File: config.mk
export PLATFORM = sky130hd
export DESIGN_NAME = data_mem_requester
export DESIGN_NICKNAME = d
export VERILOG_FILES = /design/src/rtl/data_mem_requester.sv
export SDC_FILE = /design/constraint.sdc
export NUM_CORES = 1
export LEC_CHECK = 0
export CAP_MARGIN = 0
export CORE_AREA = 8 8 137 139
export DETAILED_ROUTE_END_ITERATION = 10
export DIE_AREA = 0 0 145 147
export PLACE_DENSITY = 0.92
export SYNTH_ARGS = -nofsm -noshare
export SYNTH_HDL_FRONTEND = slang
export SYNTH_SLANG_ARGS = --single-unit
File: constraint.sdc
create_clock -name clk -period 5.61 [get_ports clk]
set_input_delay 1.122 -clock clk [delete_from_list [all_inputs] [get_ports clk]]
set_output_delay 1.122 -clock clk [all_outputs]
set_load 0.01 [all_outputs]
File: src/rtl/data_mem_requester.sv
// Load/store requester for the dataMem port: issues one access at a time and aligns/extends load data.
// Optional build macro DMR_MISALIGN_TRAP_EN reports misaligned requests through rsp_err instead of accessing memory.
module data_mem_requester #(
  parameter int ADDR_W = 64,
  parameter int XLEN   = 64,
  parameter int MEM_DW = 32,
  parameter int RD_LAT = 1
) (
  input  logic              clk,
  input  logic              rst,
  input  logic              req_valid,
  output logic              req_ready,
  input  logic              req_rw,
  input  logic [1:0]        req_size,
  input  logic              req_signed,
  input  logic [ADDR_W-1:0] req_addr,
  input  logic [XLEN-1:0]   req_wdata,
  output logic              mem_en,
  output logic              mem_rw,
  output logic [ADDR_W-1:0] mem_addr,
  output logic [XLEN-1:0]   mem_wdata,
  output logic [3:0]        mem_be,
  input  logic [MEM_DW-1:0] mem_rdata,
  output logic              rsp_valid,
  input  logic              rsp_ready,
  output logic [XLEN-1:0]   rsp_data,
  output logic              rsp_err
);

  typedef enum logic [1:0] {
    S_IDLE,
    S_ISSUE,
    S_WAIT,
    S_RESP
  } state_e;

  localparam logic [1:0] SZ_BYTE = 2'b00;
  localparam logic [1:0] SZ_HALF = 2'b01;
  localparam logic [2:0] RD_LAT_C = 3'(RD_LAT);

  state_e              state_q;
  logic                store_q;
  logic [1:0]          size_q;
  logic                signed_q;
  logic [1:0]          lane_q;
  logic [2:0]          cnt_q;
  logic                req_ready_q;
  logic                mem_en_q;
  logic                mem_rw_q;
  logic [ADDR_W-1:0]   mem_addr_q;
  logic [XLEN-1:0]     mem_wdata_q;
  logic [3:0]          mem_be_q;
  logic                rsp_valid_q;
  logic [XLEN-1:0]     rsp_data_q;

  logic [ADDR_W-1:0]   mem_addr_d;
  logic [MEM_DW-1:0]   wword_d;
  logic [XLEN-1:0]     mem_wdata_d;
  logic [3:0]          mem_be_d;
  logic [MEM_DW-1:0]   rd_byte_sh;
  logic [MEM_DW-1:0]   rd_half_sh;
  logic [XLEN-1:0]     load_data_d;
  logic                unused_wdata_hi;

  // Only the low word of store data ever reaches the memory lanes.
  assign unused_wdata_hi = ^req_wdata[XLEN-1:MEM_DW];

  assign mem_addr_d = {req_addr[ADDR_W-1:2], 2'b00};

  // NOTE: every signal driven in always_comb gets a default first so no latch is inferred.
  always_comb begin
    wword_d  = req_wdata[MEM_DW-1:0];
    mem_be_d = 4'b1111;
    case (req_size)
      SZ_BYTE: begin
        wword_d  = {24'b0, req_wdata[7:0]} << {req_addr[1:0], 3'b000};
        mem_be_d = 4'b0001 << req_addr[1:0];
      end
      SZ_HALF: begin
        wword_d  = {16'b0, req_wdata[15:0]} << {req_addr[1], 4'b0000};
        mem_be_d = 4'b0011 << {req_addr[1], 1'b0};
      end
      default: begin
        wword_d  = req_wdata[MEM_DW-1:0];
        mem_be_d = 4'b1111;
      end
    endcase
    mem_wdata_d = {{(XLEN-MEM_DW){1'b0}}, wword_d};
  end

  assign rd_byte_sh = mem_rdata >> {lane_q, 3'b000};
  assign rd_half_sh = mem_rdata >> {lane_q[1], 4'b0000};

  always_comb begin
    load_data_d = '0;
    case (size_q)
      SZ_BYTE: load_data_d = {{(XLEN-8){signed_q & rd_byte_sh[7]}}, rd_byte_sh[7:0]};
      SZ_HALF: load_data_d = {{(XLEN-16){signed_q & rd_half_sh[15]}}, rd_half_sh[15:0]};
      default: load_data_d = {{(XLEN-MEM_DW){signed_q & mem_rdata[MEM_DW-1]}}, mem_rdata};
    endcase
  end

`ifdef DMR_MISALIGN_TRAP_EN
  logic misaligned;
  logic rsp_err_q;

  assign misaligned = (req_size == SZ_HALF) ? req_addr[0]
                    : (req_size == SZ_BYTE) ? 1'b0
                    : (req_addr[1:0] != 2'b00);
  assign rsp_err = rsp_err_q;
`else
  assign rsp_err = 1'b0;
`endif

  // NOTE: sequential state uses non-blocking assignments so every register sees pre-edge values.
  always_ff @(posedge clk) begin
    if (rst) begin
      state_q     <= S_IDLE;
      store_q     <= 1'b0;
      size_q      <= 2'b00;
      signed_q    <= 1'b0;
      lane_q      <= 2'b00;
      cnt_q       <= 3'd0;
      req_ready_q <= 1'b0;
      mem_en_q    <= 1'b0;
      mem_rw_q    <= 1'b0;
      mem_addr_q  <= '0;
      mem_wdata_q <= '0;
      mem_be_q    <= 4'b0000;
      rsp_valid_q <= 1'b0;
      rsp_data_q  <= '0;
`ifdef DMR_MISALIGN_TRAP_EN
      rsp_err_q   <= 1'b0;
`endif
    end else begin
      case (state_q)
        S_IDLE: begin
          req_ready_q <= 1'b1;
          if (req_valid && req_ready_q) begin
            req_ready_q <= 1'b0;
            store_q     <= req_rw;
            size_q      <= req_size;
            signed_q    <= req_signed;
            lane_q      <= req_addr[1:0];
`ifdef DMR_MISALIGN_TRAP_EN
            if (misaligned) begin
              // Trapped requests never touch memory; the error response is ready next cycle.
              state_q     <= S_RESP;
              rsp_valid_q <= 1'b1;
              rsp_err_q   <= 1'b1;
              rsp_data_q  <= '0;
            end else
`endif
            begin
              state_q     <= S_ISSUE;
              mem_en_q    <= 1'b1;
              mem_rw_q    <= req_rw;
              mem_addr_q  <= mem_addr_d;
              mem_wdata_q <= req_rw ? mem_wdata_d : '0;
              mem_be_q    <= req_rw ? mem_be_d : 4'b0000;
            end
          end
        end

        S_ISSUE: begin
          mem_en_q <= 1'b0;
          if (store_q) begin
            state_q     <= S_RESP;
            rsp_valid_q <= 1'b1;
            rsp_data_q  <= '0;
          end else begin
            state_q <= S_WAIT;
            cnt_q   <= 3'd1;
          end
        end

        S_WAIT: begin
          // cnt_q numbers the cycles after the enable pulse; read data is valid on the last one.
          if (cnt_q == RD_LAT_C) begin
            state_q     <= S_RESP;
            rsp_valid_q <= 1'b1;
            rsp_data_q  <= load_data_d;
          end else begin
            cnt_q <= cnt_q + 3'd1;
          end
        end

        S_RESP: begin
          if (rsp_ready) begin
            state_q     <= S_IDLE;
            rsp_valid_q <= 1'b0;
            req_ready_q <= 1'b1;
`ifdef DMR_MISALIGN_TRAP_EN
            rsp_err_q   <= 1'b0;
`endif
          end
        end

        default: state_q <= S_IDLE;
      endcase
    end
  end

  assign req_ready = req_ready_q;
  assign mem_en    = mem_en_q;
  assign mem_rw    = mem_rw_q;
  assign mem_addr  = mem_addr_q;
  assign mem_wdata = mem_wdata_q;
  assign mem_be    = mem_be_q;
  assign rsp_valid = rsp_valid_q;
  assign rsp_data  = rsp_data_q;

endmodule

Word-level counts from Yosys, hierarchy flattened
Cells that the tools add are included.
{"block": "totals", "reg_bits": 208, "out_inout_bits": 201}
{"block": "classes", "n_addsub": 1, "n_eq_ne": 12, "n_shift": 6, "muxes": 25, "bitwise_logic": 3, "n_reduce_logical": 15}
{"op": "case mux 64 bit (2 select lines)", "count": 2}
{"op": "two-way mux 64 bit", "count": 2}
{"op": "case mux 32 bit (2 select lines)", "count": 1}
{"op": "two-way mux 32 bit", "count": 1}
{"op": "left shift 16 x 5 -> 32 bit", "count": 1}
{"op": "left shift 8 x 5 -> 32 bit", "count": 1}
{"op": "right shift 32 x 5 -> 16 bit", "count": 1}
{"op": "right shift 32 x 5 -> 8 bit", "count": 1}
{"op": "inequality test 2 bit (second input constant)", "count": 6}
{"op": "AND reduction 3 bit", "count": 3}
{"op": "case mux 2 bit (4 select lines)", "count": 1}
{"op": "case mux 4 bit (2 select lines)", "count": 1}
{"op": "two-way mux 1 bit", "count": 7}
{"op": "== test 2 x 1 -> 1 bit (second input constant)", "count": 3}
{"op": "logical NOT 2 bit", "count": 3}
{"op": "two-way mux 2 bit", "count": 3}
{"op": "two-way mux 3 bit", "count": 2}
{"op": "case mux 3 bit (2 select lines)", "count": 1}
{"op": "AND reduction 2 bit", "count": 3}
{"op": "nonzero test 2 bit", "count": 3}
{"op": "== test 2 bit (second input constant)", "count": 2}
{"op": "two-way mux 4 bit", "count": 1}
{"op": "case mux 1 bit (2 select lines)", "count": 2}
{"op": "AND reduction 4 bit", "count": 1}
{"op": "8 further kinds", "count": 10}

Logic depth before layout (Yosys ltp)
Gate-level depths: netlist of the first run.
{"block": "depth", "word_depth": 5, "depth_mapped": 8, "depth_no_buf": 6}

Least setup slack after synthesis of the first run
OpenSTA, ideal clock, no wires.
{"block": "synth_path", "path_type": "flip-flop to output port", "startpoint": "reg rsp_data[62] (netlist name)", "endpoint": "out rsp_data[33]", "t_arrival_ns": 1.095, "path_slack_ns": 3.393, "stages_incl_launch_ff": 2, "path_cell_list": "dfxtp_1 -> buf_4"}
{"item": "end: declaration", "line": "26", "text": "output logic [XLEN-1:0] rsp_data,"}

Worst setup path after layout of the first run
{"block": "layout_path", "startpoint": "in req_size[0]", "endpoint": "reg mem_wdata_q[18], in the netlist mem_wdata[18]"}
{"block": "layout_via", "elab_chain_len": 3, "word_cells_on_any_way": 4, "cone_classes": "1 x eq/ne; 2 x mux; 1 x reduce/logical"}
{"item": "start: declaration", "line": "14", "text": "input logic [1:0] req_size,"}
{"item": "== test 2 x 1 -> 1 bit or logical NOT 2 bit (tied branches)", "line": "74", "text": "case (req_size)"}
{"item": "case mux 32 bit (2 select lines) *", "line": "74"}
{"item": "two-way mux 32 bit *", "line": "159", "text": "mem_wdata_q <= req_rw ? mem_wdata_d : '0;"}
{"item": "end signal: assignment", "line": "159"}
{"item": "end: declaration", "line": "51", "text": "logic [XLEN-1:0] mem_wdata_q;"}
Mark *: on every way between the ends. The rest lies on a longest branch, timed or not.
A chain may end at the register's enable or synchronous reset.

==> impl_metrics.toml, run 1 <==
[placed_design]
io_buffers = 301
hpwl_mm = 16.2
routabilityCongestion = 0.861

[sta]
setup_viol = 0
hold_violations = 0
worstMarginPinSlew_ns = 0.968
finalSetupTns_ns = 0
drv_slew = 0
rsz0062_at_grt = "false"
period_share_pct = 56.3
fin_crit_ns = 3.16
slew_headroom_pct = 35.5
max_clock_freq_mhz = 317
holdWs_ns = 0.453
skew_ns = 0.0123

[critical_path]
arrival_ns = 3.45
cp_max_fo = 20
end_kind = "register"
required_ns = 5.90
crit_type = "in2reg"
crit_path_start_kind = "input pin"

[die]
core_area_mm2 = 0.0168
start_util_pct = 38.4
rows = 48
pin_count = 369
chipHeight_um = 147
die_x_um = 145
die_area_mm2 = 0.0213

[clock_network]
cts_buffer_depth = 2
cts_tree = "built"
cts.sinks = 145
clkTransAtPathRegs_ns = 0.06
h-tree-depth = 4
cts_setup_buffers = 0
holdBufCountCts = 0
numCtsBuffers = 17
cts_resized = 0
clockRootBuffer = "clkbuf_16"
clk_latency_ns = 0.42

[layout]
area_growth_syn_to_layout_pct = 52.8
layout.nets = 1174
nFillCells = 1416
diodes = 0
finish.utilization_pct = 58.8
layout-drive-gt1-share_pct = 5.92

[yosys]
synth-xor-area-share_pct = 0
yosysMostFrequentCell = "nand2_1"
yosysUniqueCellTypes = 50
synth-seq-area-share_pct = 45.1
synth_top_family_by_area = "compound AO/OA/AOI/OAI gates"
synth_compound_area_share_pct = 23.9
synth-adder-area-share_pct = 1.17
synthMuxAreaShare_pct = 2.31
ys_warn_count = 0
synth_edf_count = 0
syn_avg_cell_area_um2 = 8.50
synth_top_area_share_pct = 45.1
syn_inst = 758
ys_ff_latch = 145
synth_top_area_cell = "dfxtp_1"
synth_flop_cell = "dfxtp_1"
yosys-top-cells-count = "167 x nand2_1, 145 x dfxtp_1, 75 x a21oi_1, 67 x buf_4, 45 x o21ai_0"
synth_area_leaders = "dfxtp_1 45%, nand2_1 9.7%, buf_4 7.8%"
async_flop_share_pct = 0
netlist_area_mm2 = 0.00644
synthSimpleGateAreaFrac_pct = 15.9

[drt]
vias = 6328
drtPass1Iterations = 5
ant_nets = 0
drtIter0Drc = 402
wire_per_inst_um = 17.6
drt_wl_total_mm = 21.8
remaining_drc_errors = 0
via_per_inst = 5.11

[run]
cap_violations = 0

[global_routing]
antenna_found_initial = 0
grt_first_pass_wirelength_mm = 33.8
grt_max_degree = 83
track_usage_pct = 19.4
first_global_vias = 6335
overflow = 0

[pwr]
ir_drop_uv = 190
power.density_mw_per_mm2 = 347
p_leak_uw = 0.00354

[hold_path]
hold_path_class = "reg2reg"

[outcome]
status = "finished clean"
==> layer usage <==
| layer | share of wire (%) | track usage, % | vias to the layer above |
|---|---|---|---|
| met5 | 0 | 0 | - |
| met4 | 3.5 | 10.0 | 0 |
| met3 | 10 | 7.97 | 48 |
| met2 | 48 | 32.2 | 303 |
| met1 | 38 | 21.0 | 2944 |
| li1 | - | - | 3033 |
==> metrics by stage <==
stage / area (µm²) / power (µW) / std cells / worst slack, ns
after floorplan: 6570 / 1770 / 792 / 3.39
after global placement: 9190 / 2160 / 1206 / 2.13
after detailed placement: 9190 / 2190 / 1206 / 2.12
after CTS: 9840 / 3440 / 1238 / 2.43
after global routing: 9840 / 3580 / 1238 / 2.28
final: 9840 / 3410 / 1238 / 2.45
==> sequential cells by signal (all words and copies together), names as in the netlist <==
register and cells:
cnt_q 3, lane_q 2, mem_addr 62, mem_be 4, mem_en 1, mem_rw 1, mem_wdata 32, req_ready 1
rsp_data 33, rsp_valid 1, signed_q 1, size_q 2, state_q 2
==> cell type report <==
| cell class | count | area, µm² | share of cell area, % |
|---|---|---|---|
| Tap cell | 225 | 282 | 2.86 |
| Sequential cell | 145 | 2900 | 29.5 |
| Clock buffer | 19 | 453 | 4.60 |
| Multi-Input combinational cell | 524 | 2940 | 29.8 |
| Timing Repair Buffer | 306 | 3050 | 31.0 |
| Clock inverter | 13 | 200 | 2.03 |
| Inverter | 6 | 22.5 | 0.229 |
==> cells in the final DEF, fill, tap and decap left out, types with 2 or more instances in the layout <==
master / instances
nand3_1: 2
and2_1: 2
clkinvlp_4: 3
nor2b_1: 8
o2bb2ai_1: 15
clkinv_4: 3
o21a_1: 7
nor2_1: 32
and3_1: 2
clkdlybuf4s50_1: 300
nor2_2: 3
mux2_2: 9
a221oi_1: 2
inv_8: 2
a21boi_0: 8
bufinv_16: 4
a211oi_1: 3
conb_1: 35
a211o_1: 2
a22o_1: 16
clkbuf_8: 2
a221o_1: 16
clkbuf_16: 17
a22oi_1: 27
o21ai_0: 45
a32oi_1: 8
buf_4: 6
a21oi_1: 75
nand2b_1: 5
nand2_1: 167
inv_1: 5
dfxtp_1: 145
nor3_1: 10
ha_1: 6
==> final timing paths <==
kind                from  cells after the start  slack [ns]             to
max reg2reg   state_q[0]                      5        3.41   mem_wdata[4]
min reg2reg  mem_addr[6]                      2        0.45    mem_addr[6]
max          req_size[0]                      5        2.45  mem_wdata[18]
min          mem_addr[6]                      2        0.45    mem_addr[6]
==> critical path: stages <==
cell and delay, ns:
clkdlybuf4s50_1 0.80, nor2b_1 0.86, nor2_1 0.33, a22oi_1 0.24, o21ai_0 0.10
==> power by group <==
group	internal (µW)	leakage, µW	total, µW	switching (µW)
registers	1140	0.00118	1220	80.0
logic	426	0.00205	942	516
clock network	778	0.000310	1250	470
==> cell families (layout without fill, tap and decap cells) <==
kind of cell	count (synthesis)	count (layout)
AO/OA/AOI/OAI	229	229
adder cells (fa/ha/maj)	6	6
buffers and inverters	123	344
flip-flops	145	145
multiplexers	12	12
other	1	35
AND/OR/NAND/NOR	242	242
Note: power is estimated with default switching activity, not from simulation.
==> inputs of run 2 (changes only) <==
- CORE_AREA: 8 8 137 139 -> 8 8 138 140
- DIE_AREA: 0 0 145 147 -> 0 0 146 148
- PLACE_DENSITY: 0.92 -> 0.91
- clock period: 5.61 -> 3 ns (I/O delays scaled with it)
==> run 2 against run 1 <==
Against the previous run: utilization is 0.33 points lower; count of clock-buffer cells in the layout is 2 lower; worst hold slack worse by 0.0011 ns; power is 86% higher; via count is 1.0% lower; cell area is 0.51% higher.
==> impl_metrics.toml, run 2 (synthesis gave the netlist of run 1 again) <==
[sta]
hold_violations = 0
fin_crit_ns = 2.60
skew_ns = 0.0100
period_share_pct = 86.6
setup_viol = 0
setup_slack_ns = 0.402
max_clock_freq_mhz = 385
drv_slew = 0
worstMarginPinSlew_ns = 0.868
rsz0062_at_grt = "false"
finalSetupTns_ns = 0
slew_headroom_pct = 42.0

[critical_path]
critical-path-top-delay-family = "flip-flops"
arrival_ns = 2.00
rr_startpoint = "state_q[0]"
crit_type = "reg2out"
cp_max_fo = 33
crit_buf_inv = 1
end_kind = "output port"
crit_path_start_kind = "register"
r2r_slack_ns = 0.93
required_ns = 2.40
cp_cell_sequence = "clkdlybuf4s50_1"
ff2ff_path_depth = 6
cpPeakStageDelay_ns = 0.89
rr_endpoint = "mem_wdata[20]"
critical_path.slowest_cell = "dfxtp_1"

[die]
die_x_um = 146
rows = 48
start_util_pct = 38.0
core_area_mm2 = 0.0169
pin_count = 369
chipHeight_um = 148
die_area_mm2 = 0.0216

[clock_network]
clkTransAtPathRegs_ns = 0.06
cts_buffer_depth = 2
holdBufCountCts = 0
cts.sinks = 145
clockRootBuffer = "clkbuf_16"
clk_latency_ns = 0.42
cts_resized = 0
cts_setup_buffers = 0
numCtsBuffers = 17
h-tree-depth = 4
cts_tree = "built"

[placed_design]
routabilityCongestion = 0.850
hpwl_mm = 16.2
dp_cells = 1212
io_buffers = 301
pre_cts_ws_ns = 0.488
postPlaceCellArea_mm2 = 0.00926

[hold_path]
hold_path_end = "mem_addr[17]"
worstHoldPathCells = 2
hold_path_class = "reg2reg"
worstHoldStart = "mem_addr[17]"

[global_routing]
overflow = 0
track_usage_pct = 19.2
first_global_vias = 6388
grt_max_degree = 69
grt_first_pass_wirelength_mm = 33.7
antenna_found_initial = 1

[layout]
fin_area_mm2 = 0.00989
layout-drive-gt1-share_pct = 6.48
finalNonFillerCells = 1245
largest_reg_flops = 62
nFillCells = 1447
layout.nets = 1180
finish.utilization_pct = 58.4
area_growth_syn_to_layout_pct = 53.6
final_common_cell = "clkdlybuf4s50_1"
final_cell_mix = "300 x clkdlybuf4s50_1, 167 x nand2_1, 145 x dfxtp_1, 75 x a21oi_1, 45 x o21ai_0"

[drt]
drtIter0Drc = 381
drtPass1Iterations = 5
remaining_drc_errors = 0
drt_wl_total_mm = 21.5
wire_per_inst_um = 17.3
ant_nets = 0
vias = 6263
via_per_inst = 5.03

[pwr]
pwr-share-comb_pct = 28.1
ir_drop_uv = 357
p_sw_uw = 1970
power.density_mw_per_mm2 = 641
clockPowerShare_pct = 35.8
p_int_uw = 4370
p_leak_uw = 0.00358
seqPwrFrac_pct = 36.1
switching_share_pct = 31.1

[run]
cap_violations = 0

[outcome]
status = "finished clean"
## run 2: worst min-delay path, delay by kind of cell, from the launching register on
family / cells / cell delay [ns]
AND/OR/NAND/NOR: 1 / 0.05
flip-flops: 1 / 0.31
AO/OA/AOI/OAI: 1 / 0.05
## run 2: metrics by stage
stage               power, µW  hold WS, ns
finish                   6340        0.452
global route             6690        0.471
CTS                      6400        0.454
detailed placement       4120        0.446
global placement         4070        0.435
floorplan                3310        0.449
## run 2: power groups by stage
stage | registers (µW) | logic [µW] | clock network (µW)
after floorplan | 2380 | 934 | 0
after CTS | 2290 | 1800 | 2320
after detailed placement | 2330 | 1790 | 0
final | 2290 | 1780 | 2270
after global placement | 2320 | 1750 | 0
after global routing | 2320 | 1960 | 2410
## run 2: cell type report
class                   count  area [µm²]  area share, %
clock buffers              17         425           4.30
inverters                   6        22.5          0.228
flip-flops and latches    145        2900           29.3
multi-input cells         524        2940           29.7
clock inverters            15         205           2.07
well taps                 225         282           2.85
repair buffers            312        3120           31.5
diodes                      1        2.50         0.0253
## run 2: worst max path at each step
stage	slack, ns	cells past startpoint	endpoint	start
3_3_place_gp	0.54	5	mem_wdata[16]	req_valid
4_1_cts	0.35	1	rsp_data[34]	rsp_data[62]
2_1_floorplan	1.21	8	rsp_data[22]	state_q[0]
3_5_place_dp	0.49	5	mem_wdata[20]	req_valid
6_report	0.40	1	rsp_data[34]	rsp_data[62]
5_1_grt	0.23	1	rsp_data[41]	rsp_data[62]
## run 2: metal layers
metal	up-vias	global-route usage (%)	routed length [µm]
li1	3038	-	-
met1	2897	20.7	8200
met2	290	31.7	10400
met3	38	8.74	2310
met4	0	8.96	595
met5	-	0	0
==> inputs of run 3 (changes only) <==
- CTS_CLUSTER_DIAMETER: default -> 80
==> results of run 3 <==
Final layout, timing and power as in run 2 (identical DEF).
